$ cat src/rtl/mem_line_adapter.sv
// mem_line_adapter: presents a whole-cache-line request/response port to the
// client and turns each line request into one memory command followed by
// DATA_CYCLES write beats, or gathers DATA_CYCLES read beats into one line.
// One transaction is in flight at a time; the finished read line is held
// until the client takes it because the memory side cannot be stalled.
module mem_line_adapter #(
  parameter int ADDR_BITS   = 26,
  parameter int DATA_BITS   = 64,
  parameter int DATA_CYCLES = 4,
  parameter int TAG_BITS    = 16
) (
  input  logic                             clk,
  input  logic                             reset,
  input  logic                             line_req_valid,
  output logic                             line_req_ready,
  input  logic                             line_req_rw,
  input  logic [ADDR_BITS-1:0]             line_req_addr,
  input  logic [TAG_BITS-1:0]              line_req_tag,
  input  logic [DATA_BITS*DATA_CYCLES-1:0] line_req_data,
  output logic                             line_resp_valid,
  input  logic                             line_resp_ready,
  output logic [TAG_BITS-1:0]              line_resp_tag,
  output logic [DATA_BITS*DATA_CYCLES-1:0] line_resp_data,
  output logic                             mem_req_valid,
  input  logic                             mem_req_ready,
  output logic                             mem_req_rw,
  output logic [ADDR_BITS-1:0]             mem_req_addr,
  output logic [TAG_BITS-1:0]              mem_req_tag,
  output logic                             mem_req_data_valid,
  input  logic                             mem_req_data_ready,
  output logic [DATA_BITS-1:0]             mem_req_data_bits,
  input  logic                             mem_resp_valid,
  input  logic [DATA_BITS-1:0]             mem_resp_data,
  input  logic [TAG_BITS-1:0]              mem_resp_tag,
  output logic                             resp_err
);

  localparam int CNT_BITS = (DATA_CYCLES > 1) ? $clog2(DATA_CYCLES) : 1;
  localparam logic [CNT_BITS-1:0] LAST_BEAT = CNT_BITS'(DATA_CYCLES - 1);
  localparam logic [CNT_BITS-1:0] CNT_ONE   = CNT_BITS'(1);

  // One-hot encoding: each per-state output is a flop bit of the state
  // register, so every handshake output comes straight from a register.
  typedef enum logic [4:0] {
    S_IDLE  = 5'b00001,
    S_CMD   = 5'b00010,
    S_WDATA = 5'b00100,
    S_RWAIT = 5'b01000,
    S_RESP  = 5'b10000
  } state_t;

  localparam int B_IDLE  = 0;
  localparam int B_CMD   = 1;
  localparam int B_WDATA = 2;
  localparam int B_RESP  = 4;

  state_t                                   state_q;
  logic [4:0]                               state_bits_s;
  logic [CNT_BITS-1:0]                      cnt_q;
  logic                                     rw_q;
  logic [ADDR_BITS-1:0]                     addr_q;
  logic [TAG_BITS-1:0]                      tag_q;
  logic [DATA_CYCLES-1:0][DATA_BITS-1:0]    wbuf_q;
  logic [DATA_CYCLES-1:0][DATA_BITS-1:0]    rbuf_q;
  logic [TAG_BITS-1:0]                      rtag_q;
  logic                                     err_q;

  // Sequencing of a line transaction, request capture, beat counting and sticky error.
  always_ff @(posedge clk) begin
    if (reset) begin
      state_q <= S_IDLE;
      cnt_q   <= '0;
      err_q   <= 1'b0;
    end else begin
      // Any beat outside RWAIT, or a beat whose tag does not match, is a protocol error.
      if (mem_resp_valid) begin
        if (state_q != S_RWAIT) begin
          err_q <= 1'b1;
        end else if (mem_resp_tag != tag_q) begin
          err_q <= 1'b1;
        end else begin
          err_q <= err_q;
        end
      end

      case (state_q)
        S_IDLE: begin
          if (line_req_valid) begin
            rw_q    <= line_req_rw;
            addr_q  <= line_req_addr;
            tag_q   <= line_req_tag;
            wbuf_q  <= line_req_data;
            state_q <= S_CMD;
          end
        end
        S_CMD: begin
          if (mem_req_ready) begin
            cnt_q   <= '0;
            state_q <= rw_q ? S_WDATA : S_RWAIT;
          end
        end
        S_WDATA: begin
          if (mem_req_data_ready) begin
            cnt_q <= cnt_q + CNT_ONE;
            if (cnt_q == LAST_BEAT) begin
              state_q <= S_IDLE;
            end
          end
        end
        S_RWAIT: begin
          // A mismatching beat still lands in the buffer; only the flag records it.
          if (mem_resp_valid) begin
            rbuf_q[cnt_q] <= mem_resp_data;
            if (cnt_q == '0) begin
              rtag_q <= mem_resp_tag;
            end
            cnt_q <= cnt_q + CNT_ONE;
            if (cnt_q == LAST_BEAT) begin
              state_q <= S_RESP;
            end
          end
        end
        S_RESP: begin
          if (line_resp_ready) begin
            state_q <= S_IDLE;
          end
        end
        default: begin
          state_q <= S_IDLE;
          cnt_q   <= '0;
        end
      endcase
    end
  end

  assign state_bits_s       = state_q;
  assign line_req_ready     = state_bits_s[B_IDLE];
  assign mem_req_valid      = state_bits_s[B_CMD];
  assign mem_req_data_valid = state_bits_s[B_WDATA];
  assign line_resp_valid    = state_bits_s[B_RESP];

  assign mem_req_rw         = rw_q;
  assign mem_req_addr       = addr_q;
  assign mem_req_tag        = tag_q;
  assign mem_req_data_bits  = wbuf_q[cnt_q];
  assign line_resp_tag      = rtag_q;
  assign line_resp_data     = rbuf_q;
  assign resp_err           = err_q;

endmodule

$ cat config.mk
export PLATFORM = sky130hd
export DESIGN_NAME = mem_line_adapter
export DESIGN_NICKNAME = d
export VERILOG_FILES = /design/src/rtl/mem_line_adapter.sv
export SDC_FILE = /design/constraint.sdc
export NUM_CORES = 1
export LEC_CHECK = 0
export ABC_CLOCK_PERIOD_IN_PS = 57500
export CORE_AREA = 3 3 298 300
export DETAILED_ROUTE_END_ITERATION = 16
export DIE_AREA = 0 0 301 303
export PLACE_DENSITY = 0.58
export SYNTH_ARGS = -nofsm -noshare
export SYNTH_HDL_FRONTEND = slang
export SYNTH_SLANG_ARGS = --single-unit
$ cat constraint.sdc
create_clock -name clk -period 57.5 [get_ports clk]
set_clock_uncertainty 0.05 [all_clocks]
set_input_delay 8.625 -clock clk [delete_from_list [all_inputs] [get_ports clk]]
set_output_delay 8.625 -clock clk [all_outputs]
set_load 0.05 [all_outputs]
==> impl_metrics.toml <==
[power_and_ir_drop]
peakVddDrop_v = 0.0000254
power.density_mw_per_mm2 = 30.4
p_leak_nw = 9.80

[worst_setup_path]
cp_max_fo = 85
crit_required_ps = 57660
end_kind = "register"
arrival_ps = 13520
critPathLaunch = "reset"
r2r_cells = 7
r2r_start = "state_bits_s[2]"
cp-start-kind = "primary input"
worstSetupPathType = "in2reg"

[timing]
setup_viol = 0
setup_tns_ps = 0
slew_viol_final = 0
fmax_ghz = 0.0748
tightest_slew_ps = 1040
rsz0062_at_grt = "no"
finalCritPeriodShare_pct = 23.2
fin_crit_ps = 13370
finalHoldViolations = 0
max-slew-margin-rel_pct = 29.7

[clocking]
ctsResizeCount = 0
cts.root.buffer_cell = "clkbuf_16"
clock_sinks = 579
cts.path.max_buffers = 3
tritoncts = "yes"
clk_latency_ps = 580
numCtsBuffers = 61
htree_levels = 2
path_clk_slew_ps = 60
cts_setup_buffers = 0
cts_hold_buf = 0

[synth]
syn-cell-area_mm2 = 0.0194
yosysWarnings = 0
synthCells = 734
ys_ff_latch = 579
yosysTopAreaCell = "edfxtp_1"
avgSynthCellArea_um2 = 26.4
synth_edf_count = 571
ys.flop_type = "edfxtp_1"
synth_common_cells = "571 x edfxtp_1, 64 x mux4_2, 12 x xnor2_1, 8 x dfxtp_1"
synthTopCellsByArea = "edfxtp_1 88%, mux4_2 7.4%, dfxtp_1 0.83%, xnor2_1 0.54%, xor2_1 0.27%"
syn_nets = 1124
ys_async_sr_fraction_pct = 0
synth.distinct_cells = 35
synth_most_common_cell = "edfxtp_1"
ys_seq_area_share_pct = 89.2
synth_top_area_share_pct = 88.4

[floorplan]
start_util_pct = 22.4
io_pins = 770
coreArea_mm2 = 0.0865
die_y_um = 303
dieArea_mm2 = 0.0912
fp.dieW_um = 301
placementRows = 108

[run_status]
status = "complete, no violations"

[finish]
layout-drive-gt1-share_pct = 11.0
fill_cells = 8076
multi_input_area_mm2 = 0.00202
final_net_count = 1949
seq_area_mm2 = 0.0173
area_growth_syn_to_layout_pct = 57.4
stdcell_count = 2773

[route]
drtIter0Drc = 562
avgRoutedWirePerCell_um = 20.9
drt-pass1-iter-count = 4
drtAntennaViolNets = 0
drt_drc_violations_left = 0
viasPerCell = 3.84
vias = 10651
routed_wirelength_um = 58000

[place]
gp_congestion = 0.793
io_buffer_count = 769
dp_cells = 2651
dpl.hpwl_um = 44400

[grt]
grt_pass1_wl_um = 79400
grt_max_degree = 86
grt-ovfl-total = 0
first_global_vias = 11426
antenna_found_initial = 23
track_usage_pct = 12.0

[run]
cap_violations = 0

[min_path]
hold_path.startpoint = "resp_err"
hp-class = "reg2reg"
hold_depth = 2
## metrics by stage
| stage | hold WS (ps) | util (%) | instance area, µm² | setup WS, ps | power, mW |
|---|---|---|---|---|---|
| 2_1_floorplan | 593 | - | 19400 | 25170 | 0.527 |
| 3_3_place_gp | 486 | 33.0 | 28600 | 43710 | 0.559 |
| 3_5_place_dp | 488 | 33.0 | 28600 | 43440 | 0.560 |
| 4_1_cts | 500 | 35.3 | 30500 | 44140 | 0.941 |
| 5_1_grt | 516 | 35.3 | 30500 | 43760 | 0.962 |
| 6_report | 500 | 35.3 | 30500 | 44130 | 0.928 |
## worst max-delay path: stages
cell	delay [ps]
clkdlybuf4s50_1	690
nor3b_2	640
buf_4	830
buf_4	930
buf_4	760
buf_4	890
## sequential cells by signal (all words and copies together) (netlist names), 2 cells and up
register and flops:
wbuf_q 256, state_bits_s 5, cnt_q 2, line_resp_data 256, line_resp_tag 16, mem_req_addr 26
mem_req_tag 16
## where the power goes
group          internal [mW]  switching, mW
Combinational         0.0341         0.0339
Sequential             0.479        0.00365
Clock                  0.218          0.160
Total                  0.730          0.198
## layout by cell type, fill, tap and decap left out, types with 3 or more instances in the layout
cell and instances:
edfxtp_1 571, o21bai_1 3, nor2_1 3, and2_4 4
nor3_1 4, buf_4 9, dfxtp_1 6, clkdlybuf4s50_1 769
nor4_1 3, clkbuf_16 61, bufinv_16 5, ha_1 4
mux4_2 64, nor3b_1 5, xnor2_1 12, clkinv_2 11
clkinv_1 10, inv_6 4, xor2_1 6, diode_2 11
clkbuf_1 9, clkinvlp_4 7
## routing by layer
| layer | global-route usage, % | part of all wire (%) |
|---|---|---|
| met3 | 5.02 | 10 |
| met1 | 12.8 | 35 |
| met4 | 3.67 | 2.6 |
| met2 | 21.6 | 52 |
| met5 | 0 | 0.078 |
## final timing paths
check / end / slack (ps)
worst max-delay path: wbuf_q[134] / 44130
worst min-delay path: resp_err / 500
worst max register to register: wbuf_q[134] / 51890
worst min register to register: resp_err / 500
## kinds of logic (layout without fill, tap and decap cells)
logic type | after synthesis | count (layout) | share of synthesized area, %
xor+xnor | 18 | 18 | 0.813
fa+ha+maj | 4 | 4 | 0.258
mux | 66 | 66 | 7.59
simple gates | 38 | 38 | 1.23
buf+inv | 18 | 891 | 0.394
other cells | 0 | 11 | 0
compound gates | 11 | 11 | 0.471
flops | 579 | 579 | 89.2
## cell type report
class                      instances  area share, %
antenna                           11         0.0902
inverter                           2         0.0246
tap                             1155           4.74
multi-input combinational        137           6.63
clock buffer                      70           5.11
clock inverter                    41           1.21
sequential                       579           56.7
timing repair buffer             778           25.4
Note: power is estimated with default switching activity, not from simulation.
